==> config.mk <==
export PLATFORM = sky130hd
export DESIGN_NAME = ahb_interconnect
export DESIGN_NICKNAME = d
export VERILOG_FILES = /design/src/rtl/ahb_ic_pkg.sv /design/src/rtl/ahb_interconnect_default_slave.sv /design/src/rtl/ahb_interconnect.sv
export SDC_FILE = /design/constraint.sdc
export NUM_CORES = 1
export LEC_CHECK = 0
export CAP_MARGIN = 20
export CORE_AREA = 2 2 119 121
export DETAILED_ROUTE_END_ITERATION = 10
export DIE_AREA = 0 0 121 123
export PLACE_DENSITY = 0.54
export REMOVE_ABC_BUFFERS = 1
export SKIP_CTS_REPAIR_TIMING = 1
export SYNTH_ARGS = -nofsm -noshare
export SYNTH_HDL_FRONTEND = slang
export SYNTH_SLANG_ARGS = --single-unit
==> constraint.sdc <==
create_clock -name s_clk_i -period 2.3 [get_ports s_clk_i]
set_input_delay 0.23 -clock s_clk_i [delete_from_list [all_inputs] [get_ports s_clk_i]]
set_output_delay 0.23 -clock s_clk_i [all_outputs]
set_load 0.03 [all_outputs]
==> src/rtl/ahb_ic_pkg.sv <==
// Shared constants and types for the AHB-Lite single-master interconnect.
package ahb_ic_pkg;

   localparam logic [1:0] HTRANS_IDLE   = 2'b00;
   localparam logic [1:0] HTRANS_BUSY   = 2'b01;
   localparam logic [1:0] HTRANS_NONSEQ = 2'b10;
   localparam logic [1:0] HTRANS_SEQ    = 2'b11;

   localparam logic HRESP_OKAY  = 1'b0;
   localparam logic HRESP_ERROR = 1'b1;

   typedef enum logic [1:0] {
      DS_IDLE,
      DS_ERR1,
      DS_ERR2
   } ds_state_t;

   // Data-phase owner encoding: 0 = none, 1..SLAVES = slave k-1, SLAVES+1 = default slave
   function automatic int dsel_w(input int slaves);
      return $clog2(slaves + 2);
   endfunction

endpackage

==> src/rtl/ahb_interconnect_default_slave.sv <==
// Default slave: answers every transfer routed to it with a two-cycle ERROR.
module ahb_default_slave
   import ahb_ic_pkg::*;
(
   input  logic s_clk_i,
   input  logic s_resetn_i,
   input  logic sel,
   input  logic ready,
   output logic hready,
   output logic hresp
);

   ds_state_t state, state_nxt;
   logic      accept;

   assign accept = sel & ready;

   // State register
   always_ff @(posedge s_clk_i or negedge s_resetn_i) begin
      if (!s_resetn_i) state <= DS_IDLE;
      else             state <= state_nxt;
   end

   // Next state: ERR1 always moves on; ERR2 chains straight into a new ERR1 when re-hit
   always_comb begin
      state_nxt = state;
      unique case (state)
         DS_IDLE: if (accept) state_nxt = DS_ERR1;
         DS_ERR1: state_nxt = DS_ERR2;
         DS_ERR2: state_nxt = accept ? DS_ERR1 : DS_IDLE;
         default: state_nxt = DS_IDLE;
      endcase
   end

   // Outputs: stall with ERROR first, then complete with ERROR
   always_comb begin
      hready = 1'b1;
      hresp  = HRESP_OKAY;
      unique case (state)
         DS_ERR1: begin hready = 1'b0; hresp = HRESP_ERROR; end
         DS_ERR2: begin hready = 1'b1; hresp = HRESP_ERROR; end
         default: begin hready = 1'b1; hresp = HRESP_OKAY;  end
      endcase
   end

endmodule

==> src/rtl/ahb_interconnect.sv <==
// Single-master AHB3-Lite decoder and response mux with a built-in default slave.
// Optional: define AHB_IC_PARITY_CHECK_EN to check address-phase parity and
// route mismatching transfers to the default slave.
module ahb_interconnect
   import ahb_ic_pkg::*;
#(
   parameter int          SLAVES           = 2,
   parameter logic [31:0] SLV_BASE [SLAVES] = '{32'h0000_0000, 32'h8000_0000},
   parameter logic [31:0] SLV_MASK [SLAVES] = '{32'hFFFF_0000, 32'hFFFF_F000}
)(
   input  logic                     s_clk_i,
   input  logic                     s_resetn_i,
   input  logic [31:0]              s_haddr_i,
   input  logic [31:0]              s_hwdata_i,
   input  logic [2:0]               s_hburst_i,
   input  logic [2:0]               s_hsize_i,
   input  logic [1:0]               s_htrans_i,
   input  logic [3:0]               s_hprot_i,
   input  logic                     s_hwrite_i,
   input  logic                     s_hmastlock_i,
   input  logic [5:0]               s_hparity_i,
   input  logic [6:0]               s_hwchecksum_i,
   output logic [31:0]              s_hrdata_o,
   output logic [6:0]               s_hrchecksum_o,
   output logic                     s_hready_o,
   output logic                     s_hresp_o,
   output logic [31:0]              m_haddr_o,
   output logic [31:0]              m_hwdata_o,
   output logic [2:0]               m_hburst_o,
   output logic [2:0]               m_hsize_o,
   output logic [1:0]               m_htrans_o,
   output logic [3:0]               m_hprot_o,
   output logic                     m_hwrite_o,
   output logic                     m_hmastlock_o,
   output logic [5:0]               m_hparity_o,
   output logic [6:0]               m_hwchecksum_o,
   output logic [SLAVES-1:0]        m_hsel_o,
   input  logic [SLAVES-1:0][31:0]  m_hrdata_i,
   input  logic [SLAVES-1:0][6:0]   m_hrchecksum_i,
   input  logic [SLAVES-1:0]        m_hready_i,
   input  logic [SLAVES-1:0]        m_hresp_i
);

   localparam int            DW        = dsel_w(SLAVES);
   localparam logic [DW-1:0] DSEL_NONE = '0;
   localparam logic [DW-1:0] DSEL_DS   = DW'(SLAVES + 1);

   logic              xfer;
   logic              par_err;
   logic              found;
   logic [DW-1:0]     tgt;
   logic [DW-1:0]     r_dsel;
   logic [SLAVES-1:0] winner;
   logic              ds_hready;
   logic              ds_hresp;

   // Address-phase signals go to every slave untouched
   assign m_haddr_o      = s_haddr_i;
   assign m_hwdata_o     = s_hwdata_i;
   assign m_hburst_o     = s_hburst_i;
   assign m_hsize_o      = s_hsize_i;
   assign m_htrans_o     = s_htrans_i;
   assign m_hprot_o      = s_hprot_i;
   assign m_hwrite_o     = s_hwrite_i;
   assign m_hmastlock_o  = s_hmastlock_i;
   assign m_hparity_o    = s_hparity_i;
   assign m_hwchecksum_o = s_hwchecksum_i;

`ifdef AHB_IC_PARITY_CHECK_EN
   logic [5:0] par_calc;
   logic       r_par_err;

   // Recompute the parity the slaves will check
   always_comb begin
      par_calc = '0;
      for (int i = 0; i < 8; i++) par_calc[3:0] = par_calc[3:0] ^ s_haddr_i[4*i +: 4];
      par_calc[4] = ^{s_hsize_i, s_hburst_i, s_hprot_i, s_hwrite_i, s_hmastlock_i};
      par_calc[5] = ^s_htrans_i;
   end

   // A corrupted htrans may hide a real transfer, so its parity bit also counts as presence
   assign xfer    = s_htrans_i[1] | (^s_htrans_i ^ s_hparity_i[5]);
   assign par_err = xfer & (par_calc != s_hparity_i);

   // One-cycle pulse for each accepted transfer that failed parity
   always_ff @(posedge s_clk_i or negedge s_resetn_i) begin
      if (!s_resetn_i) r_par_err <= 1'b0;
      else             r_par_err <= par_err & s_hready_o;
   end
`else
   assign xfer    = s_htrans_i[1];
   assign par_err = 1'b0;
`endif

   // Address decode: lowest index wins, no hit or bad parity goes to the default slave
   always_comb begin
      found  = 1'b0;
      tgt    = DSEL_DS;
      winner = '0;
      for (int k = 0; k < SLAVES; k++) begin
         if (!found && ((s_haddr_i & SLV_MASK[k]) == SLV_BASE[k])) begin
            found     = 1'b1;
            tgt       = DW'(k + 1);
            winner[k] = 1'b1;
         end
      end
      if (par_err) begin
         tgt    = DSEL_DS;
         winner = '0;
      end
   end

   // Slaves have no HREADY input, so selects are suppressed while the data phase stalls
   assign m_hsel_o = winner & {SLAVES{s_hready_o & s_resetn_i}};

   // Data-phase owner, advanced only when the bus moves
   always_ff @(posedge s_clk_i or negedge s_resetn_i) begin
      if (!s_resetn_i)     r_dsel <= DSEL_NONE;
      else if (s_hready_o) r_dsel <= xfer ? tgt : DSEL_NONE;
   end

   ahb_default_slave u_ds (
      .s_clk_i    (s_clk_i),
      .s_resetn_i (s_resetn_i),
      .sel        (xfer && (tgt == DSEL_DS)),
      .ready      (s_hready_o),
      .hready     (ds_hready),
      .hresp      (ds_hresp)
   );

   // Response mux keyed on the registered owner, never on the live decode
   always_comb begin
      s_hready_o     = 1'b1;
      s_hresp_o      = HRESP_OKAY;
      s_hrdata_o     = '0;
      s_hrchecksum_o = '0;
      if (r_dsel == DSEL_DS) begin
         s_hready_o = ds_hready;
         s_hresp_o  = ds_hresp;
      end else begin
         for (int k = 0; k < SLAVES; k++) begin
            if (r_dsel == DW'(k + 1)) begin
               s_hready_o     = m_hready_i[k];
               s_hresp_o      = m_hresp_i[k];
               s_hrdata_o     = m_hrdata_i[k];
               s_hrchecksum_o = m_hrchecksum_i[k];
            end
         end
      end
   end

endmodule

==> impl_metrics.tcl <==
set metrics [dict create \
    nets 442 \
    path_buf_inv 2 \
    p_sw_w 0.00154 \
    p_per_area_mw_per_mm2 1080 \
    cts-root-buf "clkbuf_16" \
    final-hold-violation-count 0 \
    start_util 0.109 \
    via_per_inst 3.97 \
    io_pins 309 \
    rsz0062_at_grt "no" \
    dieArea_mm2 0.0149 \
    grt_overflow 0 \
    fillCellCount 1492 \
    setup_viol 0 \
    grt_pass1_vias 1652 \
    hp-class "in -> async" \
    leakage_nw 1.13 \
    fin_crit_sh 0.916 \
    seq_power_share 0.050 \
    power_w 0.00299 \
    drcViolationCount 0 \
    clockBufferDepth 2 \
    antennaDiodeCount 0 \
    slew_violations 0 \
    fin_skew_ps 0.728 \
    wirelength_um 11600 \
    clkSlewWorstSetupHoldPaths_ps 30 \
    placeableCoreArea_mm2 0.0136 \
    cts_inserted_buffers 3 \
    start_kind "flop" \
    crit_type "reg -> out" \
    num_rows 43 \
    fmax_ghz 0.475 \
    path_max_fanout 6 \
    grt_pass1_wl_um 14100 \
    clkPwrFrac 0.088 \
    wl_per_cell_um 26.4 \
    critical_path_arrival_ps 1880 \
    via_count 1750 \
    cts_tree "built" \
    track_usage 0.143 \
    place_inst 438 \
    ys_seq_area_frac 0.0672 \
    regArea_um2 100 \
    crit_path_end_kind "primary output" \
    h-tree-depth 1 \
    synth_cells 185 \
    synthToLayoutAreaGrowth_pct 85.9 \
    final_common_cell "clkdlybuf4s50_1" \
    die_h_um 123 \
    yosysWarningCount 0 \
    clock_sinks 4 \
    drtIter0Drc 55 \
    internal-power_w 0.00145 \
    ir_drop_mv 0.306 \
    path_delay_family "simple AND/OR/NAND/NOR gates" \
    antenna_found_initial 0 \
    die_w_um 121 \
    r2r_setup_slack_ps 500 \
    clk_latency_ps 220 \
    io_buffers 168 \
    period_needed_ps 2110 \
    firstDrtPassIters 4 \
    antenna_left 0 \
    layout_common_cells "clkdlybuf4s50_1 (125), buf_4 (40), a22o_1 (39)" \
    grt_max_degree 41 \
    yosys_register_bits 4 \
    cp_slowest_cell "dfrtp_1" \
    syn-mean-instance-area_um2 8.05 \
    outcome "complete, no violations" \
    critical-path-max-stage-delay_ps 400 \
    max_slew_margin 0.730 \
    path_cells "inv_1, ha_1, and2b_2, o31a_2, and3_1, buf_12" \
    comb_power_share 0.861 \
    yosysUniqueCellTypes 28 \
    layout-drive-gt1-share 0.226 \
    dp_hpwl_um 10400 \
    whs_ps 246 \
    crit_required_ps 2070 \
    final_cells 441 \
    swShare 0.515 \
    cap_violations 0 \
    multi_input_area_um2 664 \
    synth.cell_area_mm2 0.00149 \
    place_congestion 0.788 \
    tightest_slew_ps 404 \
]
registers in the layout, summed over array words and instances (netlist names):
signal / cells
r_dsel: 2
u_ds.state: 2
cell type report:
class                           instances  share of cell area
Multi-Input combinational cell         77               0.240
Clock buffer                            3              0.0271
Sequential cell                         4              0.0362
Tap cell                              180              0.0814
Timing Repair Buffer                  172               0.609
Inverter                                5             0.00678
per-layer routing:
metal	part of all wire	global-route usage	up-vias	routed length, um
met5	0.013	0.0833	-	155
met4	0.0071	0.0247	6	82
met3	0.28	0.195	10	3290
met2	0.40	0.188	231	4620
met1	0.30	0.126	780	3480
li1	-	-	723	-
metrics by stage:
stage | setup slack (ps) | utilization | TNS (ps) | cell area, um^2
CTS | -107 | 0.203 | -107 | 2770
finish | 194 | 0.203 | 0 | 2770
global placement | 175 | 0.198 | 0 | 2690
detailed placement | 164 | 0.198 | 0 | 2690
global route | 33.9 | 0.203 | 0 | 2770
floorplan | -142 | - | -5680 | 773
power groups by stage:
| stage | registers, W | logic (W) | clock network [W] |
|---|---|---|---|
| 2_1_floorplan | 0.000132 | 0.00146 | 0 |
| 3_3_place_gp | 0.000148 | 0.00260 | 0 |
| 3_5_place_dp | 0.000149 | 0.00261 | 0 |
| 4_1_cts | 0.000151 | 0.00262 | 0.000269 |
| 5_1_grt | 0.000161 | 0.00271 | 0.000276 |
| 6_report | 0.000150 | 0.00258 | 0.000264 |
cells by family after synthesis:
logic type               after synthesis  share of synthesized area
multiplexers                           2                     0.0168
buffers and inverters                104                      0.493
flip-flops                             4                     0.0672
AO/OA/AOI/OAI                         50                      0.308
adder cells (fa/ha/maj)                4                     0.0336
AND/OR/NAND/NOR                       21                     0.0815
cell usage after synthesis (all sizes together):
library cell,n,share of area
nor4,4,0.017
o2111ai,2,0.012
nor2b,2,0.0084
o21ai,2,0.0067
and2b,2,0.013
o22ai,1,0.0042
mux2i,1,0.0067
dfrtp,4,0.067
nand4,1,0.0042
o21ba,1,0.0067
o32ai,1,0.0059
o311ai,1,0.018
a2bb2oi,1,0.010
nor3,1,0.0034
nand2,3,0.0076
mux2,1,0.010
nor2,5,0.013
inv,5,0.013
and3,2,0.0084
or3b,1,0.0076
o211ai,1,0.0084
buf,93,0.47
clkbuf,6,0.015
ha,4,0.034
a22o,39,0.23
o31a,1,0.0067
worst paths after layout:
check                      cells after the start              to            from
max in group asynchronous                      1   u_ds.state[0]      s_resetn_i
min reg2reg                                    1   u_ds.state[1]   u_ds.state[1]
max                                            6     m_hsel_o[1]   u_ds.state[1]
max reg2reg                                    6   u_ds.state[1]   u_ds.state[1]
min in group s_clk_i                           0  m_hwdata_o[28]  s_hwdata_i[28]
min                                            1       r_dsel[0]      s_resetn_i
(Power assumes the default switching activity.)
